### config.mk
export PLATFORM = sky130hd
export DESIGN_NAME = alu_unit
export DESIGN_NICKNAME = d
export VERILOG_FILES = /design/src/rtl/alu_unit.sv
export SDC_FILE = /design/constraint.sdc
export NUM_CORES = 1
export LEC_CHECK = 0
export ABC_AREA = 1
export BUFFER_PORTS_ARGS = -buffer_cell sky130_fd_sc_hd__buf_2
export CORE_MARGIN = 5
export CORE_UTILIZATION = 52
export DETAILED_ROUTE_END_ITERATION = 6
export GPL_ROUTABILITY_DRIVEN = 0
export PLACE_DENSITY = 0.83
export REMOVE_ABC_BUFFERS = 1
export SLEW_MARGIN = 25
export SYNTH_ARGS = -nofsm -noshare
export SYNTH_HDL_FRONTEND = slang
export SYNTH_SLANG_ARGS = --single-unit
export TNS_END_PERCENT = 100
### constraint.sdc
create_clock -name clk -period 2.3 [get_ports clk]
set_input_delay 0.46 -clock clk [delete_from_list [all_inputs] [get_ports clk]]
set_output_delay 0.46 -clock clk [all_outputs]
set_load 0.005 [all_outputs]
### src/rtl/alu_unit.sv
// alu_unit: registered N-bit ALU with N/Z/C/V status flags and one cycle of latency.
module alu_unit #(
   parameter int N = 8
) (
   input  logic         clk,
   input  logic         rst,
   input  logic [N-1:0] A,
   input  logic [N-1:0] B,
   input  logic [2:0]   Cntr,
   output logic [N-1:0] Result,
   output logic [3:0]   ALUFlags
);

   typedef enum logic [2:0] {
      OP_ADD = 3'b000,
      OP_SUB = 3'b001,
      OP_AND = 3'b010,
      OP_OR  = 3'b011,
      OP_XOR = 3'b100,
      OP_SLL = 3'b101,
      OP_SRL = 3'b110,
      OP_SRA = 3'b111
   } op_e;

   op_e          op;
   logic [2:0]   shamt;
   logic [N-1:0] b_op;
   logic [N:0]   sum;
   logic [N-1:0] res_c;
   logic         c_c;
   logic         v_c;

   assign op    = op_e'(Cntr);
   assign shamt = B[2:0];

   // Shared adder: SUB reuses the ADD path as A + ~B + 1.
   always_comb begin
      b_op = (op == OP_SUB) ? ~B : B;
      sum  = {1'b0, A} + {1'b0, b_op} + {{N{1'b0}}, (op == OP_SUB)};
   end

   // Operation select; carry and overflow only meaningful for ADD/SUB.
   always_comb begin
      res_c = '0;
      c_c   = 1'b0;
      v_c   = 1'b0;
      unique case (op)
         OP_ADD, OP_SUB: begin
            res_c = sum[N-1:0];
            c_c   = sum[N];
            // With B already inverted for SUB, one rule covers both cases.
            v_c   = (A[N-1] == b_op[N-1]) && (sum[N-1] != A[N-1]);
         end
         OP_AND: res_c = A & B;
         OP_OR:  res_c = A | B;
         OP_XOR: res_c = A ^ B;
         OP_SLL: res_c = A << shamt;
         OP_SRL: res_c = A >> shamt;
         OP_SRA: res_c = N'($signed(A) >>> shamt);
         default: res_c = '0;
      endcase
   end

   // Output register; reset takes priority and discards the in-flight result.
   always_ff @(posedge clk) begin
      if (rst) begin
         Result   <= '0;
         ALUFlags <= '0;
      end else begin
         Result   <= res_c;
         ALUFlags <= {res_c[N-1], (res_c == '0), c_c, v_c};
      end
   end

endmodule

# After elaboration in Yosys (flattened, before gate mapping)
# Cells that the tools add are included.
# op_classes
n_addsub,2
n_mul,0
div_mod_pow,0
n_lt_le_gt_ge,0
eq_ne,9
shifts,3
muxes,2
bitwise_logic,5
n_reduce_logical,5
# op_table
operator,count
8-bit one-hot mux with 7 select lines,1
"3-bit equality test, second input constant",4
8-bit by 8-bit adder with 9-bit output,1
9-bit by 1-bit adder with 9-bit output,1
8-bit bitwise AND,1
8-bit logical NOT,1
8-bit two-way mux,1
8-bit NOT,1
8-bit OR,1
8-bit by 3-bit << shifter with 8-bit output,1
8-bit by 3-bit right shift with 8-bit output,1
8-bit by 3-bit >>> shifter with 8-bit output,1
8-bit XOR,1
"3-bit by 2-bit equality test with 1-bit output, second input constant",2
2-bit OR reduction,2
"3-bit by 1-bit equality test with 1-bit output, second input constant",1
3-bit logical NOT,1
1-bit equality test,1
1-bit logical AND,1
1-bit inequality test,1
1-bit NOT,1
# word_totals
register_bits,12
latchBits,0
ram_bits,0
romBits,0
input_bits,21
output_inout_bits,12
elab_cells,29
mem_count,0

# Longest topological paths before layout
# Gate-level depths: netlist of run 1.
# depth
depth_word,6
ltp_mapped,16
mapped_depth_nobuf,15

# Worst setup path after synthesis of run 1
# Ideal clock, no wire load.
# synth_path
path_type,input to register
start,input Cntr[1]
end,register ALUFlags[2]
setup_time_ps,64
arrival_time_ps,2380
required_ps,2236
path_slack_ps,-144
path_stages,14
path_buffers,1
cell_sequence,buf_6 -> nor2_4 -> nand2_1 -> xor2_1 -> ha_1 -> a21o_1 -> a21oi_1 -> nand2_2 -> nand3_2 -> nand2_2 -> xor2_1 -> nand2_1 -> nand2_1 -> nor2_1
# synth_between
elab_chain_cells,6
word_cells_on_any_way,14
cone_classes,2 x add/sub; 7 x eq/ne; 2 x mux; 3 x reduce/logical
# synth_lines
item,line,rtl
"start, declared",9,"input logic [2:0] Cntr,"
3-bit by 1-bit equality test with 1-bit output,"38, 39, 47",
8-bit two-way mux,38,b_op = (op == OP_SUB) ? ~B : B;
8-bit by 8-bit adder with 9-bit output,39,"sum = {1'b0, A} + {1'b0, b_op} + {{N{1'b0}}, (op == OP_SUB)};"
9-bit by 1-bit adder with 9-bit output,39,
8-bit one-hot mux with 7 select lines *,47,unique case (op)
8-bit logical NOT *,71,"ALUFlags <= {res_c[N-1], (res_c == '0), c_c, v_c};"
"end signal, assigned",71,
"end, declared",11,output logic [3:0] ALUFlags
# Every way passes the cells marked *; elsewhere a longest branch is shown, timed or not.
# A chain may end at the register's enable or synchronous reset.

# Worst setup path in the final report of run 1
# Same ends and word-level chain as after synthesis.

==> flow_summary.toml, run 1 <==
[power_and_ir_drop]
power_leakage_uw = 0.00130
p_per_area_nw_per_um2 = 343
ir_drop_v = 0.000129

[finish]
most-common-layout-cells = "nand2_1, nand3_1, inv_1"
area.growth.synth_to_final_pct = 16.2
design_area_sq_um = 2180
nets = 413
final_common_cell = "nand2_1"
multi_input_area_sq_um = 1440
drive_gt1_share_pct = 18.9
antennaDiodeCount = 0
fillers = 335
regArea_sq_um = 220

[logic_synthesis]
synth_seq_cells = 11
postSynthAreaPerCell_sq_um = 5.81
syn_inst = 323
synth_top_area_share_pct = 20.0
syn_area_sq_um = 1880
synth.distinct_cells = 31
synth-async-reset-ratio_pct = 0
yosysWarningCount = 0
synth_area_leader_cell = "nand2_1"
synth_area_leaders = "nand2_1, ha_1, nand3_1, dfxtp_1, inv_1"
synth_ff_type = "dfxtp_1"
yosysSeqAreaShare_pct = 11.7
synth_edf_count = 0

[critical_path]
crit_type = "primary input to register"
path_cells = "buf_2 > nor2_4 > nand2_2 > buf_4 > xor2_1 > ha_1 > nand2_1 > inv_1 > nand3_1 > nand3_1 > nand2_1 > nand3_1 > nand4_1 > nor2_1 > nand3_1 > nor2_1"
crit_buf_inv = 3
worstPathRequired_ns = 2.50
worst_setup_path_start_kind = "primary input"
crit_path_max_fanout = 5
cp_slowest_cell = "ha_1"
crit_family = "simple AND/OR/NAND/NOR gates"
worstSetupEndpointType = "register"
crit_path_frequent_cell = "nand3_1"
slowest_delay_ns = 0.30
worstPathArrival_ns = 2.26

[timing]
fmax_ghz = 0.486
fin_crit_sh_pct = 89.5
rsz0062_at_grt = "no"
max-slew-margin-rel_pct = 74.9
whs_ns = 0.445
min_period_ns = 2.06
timing_hold_violations_final = 0
tightest_slew_ns = 0.374
setup_violations = 0
slew_viol_final = 0

[grt]
grt_max_degree = 17
grt_overflow = 0
track_usage_pct = 19.5
grt_antenna_before_repair = 0
grt_first_pass_wirelength_microns = 8050
grt_pass1_vias = 1849

[worst_hold_path]
whs_endpoint = "Result[7]"
worst_hold_path.num_cells = 2
hold_path_class = "primary input to register"
hp-start = "rst"

[place]
io_buffers = 32
hpwlAfterDp_microns = 4100
placed_cell_area_sq_um = 2150

[clock_tree]
cts-root-buf = "clkbuf_4"
path_clk_slew_ns = 0.06
numCtsBuffers = 3
clock-sinks = 11
cts_max_level = 1
cts_tree = "done"
clk_path_buf_depth = 2

[floorplan]
core_region_area_sq_um = 3420
die_w_microns = 70.1
dieHeight_microns = 70.1
start_util_pct = 54.9
dieArea_sq_um = 4910
pin_count = 33
rows = 21

[run]
cap_viol_max_count = 0

[drt]
drtIter0Drc = 169
antenna_left = 0
vias = 2118
wl_per_cell_microns = 11.8
vias_per_cell = 5.15
wl_microns = 4860
dr.pass1.iters = 5
route.detailed.drc = 0

[outcome]
status = "complete, no violations"
## registers in the layout, summed over array words and instances (netlist names)
signal / count
Result: 8
ALUFlags: 3
## worst max path at each step
stage	from	endpoint	slack [ns]	depth (start not counted)
final	Cntr[1]	ALUFlags[2]	0.24	16
after global routing	Cntr[1]	ALUFlags[2]	0.03	16
after CTS	Cntr[1]	ALUFlags[2]	0.17	16
after detailed placement	Cntr[1]	ALUFlags[2]	-0.11	16
after global placement	Cntr[1]	ALUFlags[2]	-0.04	11
after floorplan	Cntr[1]	ALUFlags[2]	-0.007	13
## power breakdown
part	internal (uW)	switching, uW
combinational	166	248
clock	67.0	57.7
sequential	206	3.13
## kinds of logic (layout without fill, tap and decap cells)
logic type	count (synthesis)	in the layout	synth area share, %
simple gates	196	196	46.1
buf+inv	53	95	11.7
compound gates	27	27	8.00
fa+ha+maj	26	26	17.7
flops	11	11	11.7
xor+xnor	10	10	4.67
## cells in the mapped netlist (3+ instances only)
cell,count
or2_2,3
inv_1,40
a21oi_1,9
nor2_1,31
nand2_1,100
nand4_1,4
xor2_1,9
nand3_2,4
inv_2,4
ha_1,25
nand3_1,45
o21ai_0,10
buf_2,4
nand2_2,4
dfxtp_1,11
## cell type report
type,count,area share [%]
clock buffers,4,1.20
inverters,44,7.57
multi-input cells,259,66.0
flip-flops and latches,11,10.1
well taps,46,2.64
repair buffers,47,12.5
## layer usage
| layer | share of wire (%) | GRT usage [%] |
|---|---|---|
| met4 | 1.8 | 4.04 |
| met1 | 42 | 24.8 |
| met5 | 0 | 0 |
| met2 | 48 | 35.6 |
| met3 | 8.1 | 1.58 |
## stage by stage
stage	TNS [ns]	worst slack [ns]	std cells	util [%]	total power, uW
after CTS	0	0.166	411	63.8	750
after global placement	-0.0441	-0.0441	407	63.0	613
after floorplan	-0.00658	-0.00658	314	-	472
after global routing	0	0.0343	411	63.8	817
final	0	0.240	411	63.8	748
after detailed placement	-0.193	-0.110	407	63.0	623
## what timing repair did
action                                 in CTS  in global routing
setup endpoints to repair                   0                  1
hold buffers                                0                  0
endpoints found under the hold margin       0                  0
buffers inserted                            0                  0
resized for setup                           0                  1
Power figures use the tool's default switching activity.
==> inputs of run 2 (changes only) <==
--- a/config.mk
+++ b/config.mk
@@ -8,10 +8,10 @@
 export ABC_AREA = 1
 export BUFFER_PORTS_ARGS = -buffer_cell sky130_fd_sc_hd__buf_2
 export CORE_MARGIN = 5
-export CORE_UTILIZATION = 52
+export CORE_UTILIZATION = 40
 export DETAILED_ROUTE_END_ITERATION = 6
 export GPL_ROUTABILITY_DRIVEN = 0
-export PLACE_DENSITY = 0.83
+export PLACE_DENSITY = 0.68
 export REMOVE_ABC_BUFFERS = 1
 export SLEW_MARGIN = 25
 export SYNTH_ARGS = -nofsm -noshare
==> flow_summary.toml, run 2 (same netlist as run 1, synthesis figures left out) <==
[finish]
design_area_sq_um = 2240
area.growth.synth_to_final_pct = 19.3
antennaDiodeCount = 0
fin_cells = 421
final_common_cell = "nand2_1"
fillers = 499
fin_util_pct = 48.4
top_regs = "Result x8, ALUFlags x3"
most-common-layout-cells = "nand2_1, nand3_1, inv_1"
largest_reg_flops = 8
drive_gt1_share_pct = 20.2
top_register = "Result"
nets = 415

[grt]
track_usage_pct = 17.0
globalRoute.busiestLayer = "met2"
grt_max_degree = 17
grt_first_pass_wirelength_microns = 8510
grt_use_met1_pct = 21.6
grt_use_met2_pct = 29.3
grt_overflow = 0
met3_usage_pct = 1.49
grt_pass1_vias = 1918
grt_antenna_before_repair = 0

[power_and_ir_drop]
power_leakage_uw = 0.00132
pwr-share-clk_pct = 22.4
p_seq_share_pct = 25.6
ir_drop_v = 0.000151
p_switching_uw = 320
p_per_area_nw_per_um2 = 366
power.internal_uw = 499
p_sw_share_pct = 39.1
comb_power_share_pct = 52.0

[timing]
fmax_ghz = 0.470
fin_crit_sh_pct = 92.5
layout_setup_ws_ns = 0.173
tightest_slew_ns = 0.355
timing_hold_violations_final = 0
slew_viol_final = 0
max-slew-margin-rel_pct = 76.2
setup_violations = 0
min_period_ns = 2.13

[floorplan]
die_w_microns = 78.5
dieHeight_microns = 78.5
core_region_area_sq_um = 4630
start_util_pct = 40.5
rows = 25
pin_count = 33
dieArea_sq_um = 6160

[clock_tree]
clock-sinks = 11
path_clk_slew_ns = 0.04
cts-root-buf = "clkbuf_8"
clk_path_buf_depth = 2
cts_max_level = 1
numCtsBuffers = 3
cts_tree = "done"

[drt]
vias = 2138
antenna_left = 0
wl_microns = 5190
vias_per_cell = 5.08
dr.pass1.iters = 4
wl_per_cell_microns = 12.3
drtIter0Drc = 148
route.detailed.drc = 0

[outcome]
status = "complete, no violations"

[critical_path]
cp_slowest_cell = "ha_1"
crit_path_max_fanout = 5
worstSetupEndpointType = "register"
crit_type = "primary input to register"
worstPathArrival_ns = 2.29
path_cells = "buf_2 > nor2_4 > nand2_4 > buf_4 > xor2_1 > ha_1 > nand2_1 > inv_2 > nand3_2 > nand3_1 > nand2_1 > nand3_1 > nand4_1 > nor2_1 > nand3_1 > nor2_1"
worstPathRequired_ns = 2.46
crit_path_frequent_cell = "nand3_1"
slowest_delay_ns = 0.31
worst_setup_path_start_kind = "primary input"

[place]
io_buffers = 32
place_ws_ns = -0.123
placed_cell_area_sq_um = 2170
dp.cells = 416
hpwlAfterDp_microns = 4310

[worst_hold_path]
hold_path_class = "primary input to register"

[run]
cap_viol_max_count = 0
[run 2: changes by cell type in the layout (fill, tap and decap cells not counted)]
cell / delta
a21oi_1: -1
a21oi_2: +1
buf_4: +2
clkbuf_4: -3
clkbuf_8: +3
inv_1: -1
inv_2: +1
nand2_2: -1
nand2_4: +1
nand3_1: -1
nand3_2: +1
[run 2: power groups by stage]
stage | logic, uW | registers, uW | clock network, uW
after global placement | 407 | 213 | 0
after CTS | 413 | 210 | 190
final | 426 | 210 | 183
after floorplan | 254 | 218 | 0
after detailed placement | 412 | 214 | 0
after global routing | 484 | 212 | 201
[run 2: metrics by stage]
| stage | total power [uW] | TNS (ns) | hold WS (ns) |
|---|---|---|---|
| 4_1_cts | 813 | 0 | 0.473 |
| 3_3_place_gp | 620 | -0.148 | 0.728 |
| 5_1_grt | 897 | -0.0202 | 0.479 |
| 6_report | 819 | 0 | 0.479 |
| 3_5_place_dp | 626 | -0.190 | 0.719 |
| 2_1_floorplan | 472 | -0.00658 | 0.522 |
[run 2: final timing paths]
kind    start     endpoint  slack [ns]  cells past startpoint
max   Cntr[2]  ALUFlags[2]        0.17                     16
min       rst    Result[7]        0.48                      2
[run 2: what timing repair did]
item,CTS,global route
hold buffers,0,0
endpoints found under the setup margin,0,2
resized for setup,0,5
buffers inserted,0,1
[run 2: layer usage]
metal,wire length (microns),vias to the layer above
met5,0,-
met3,249,7
met1,2390,948
met4,68,0
met2,2480,65
li1,-,1118
[run 2: final cells by class]
class                   count  area [sq um]  area share [%]
repair buffers             49           288            12.9
clock buffers               4          45.0            2.01
inverters                  44           165            7.38
flip-flops and latches     11           220            9.84
well taps                  54          67.6            3.02
multi-input cells         259          1450            64.9
[run 2: worst max-delay path, delay by kind of cell]
| family | cells | cell delay (ns) |
|---|---|---|
| fa+ha+maj | 1 | 0.31 |
| simple gates | 11 | 1.02 |
| xor+xnor | 1 | 0.16 |
| buf+inv | 3 | 0.34 |
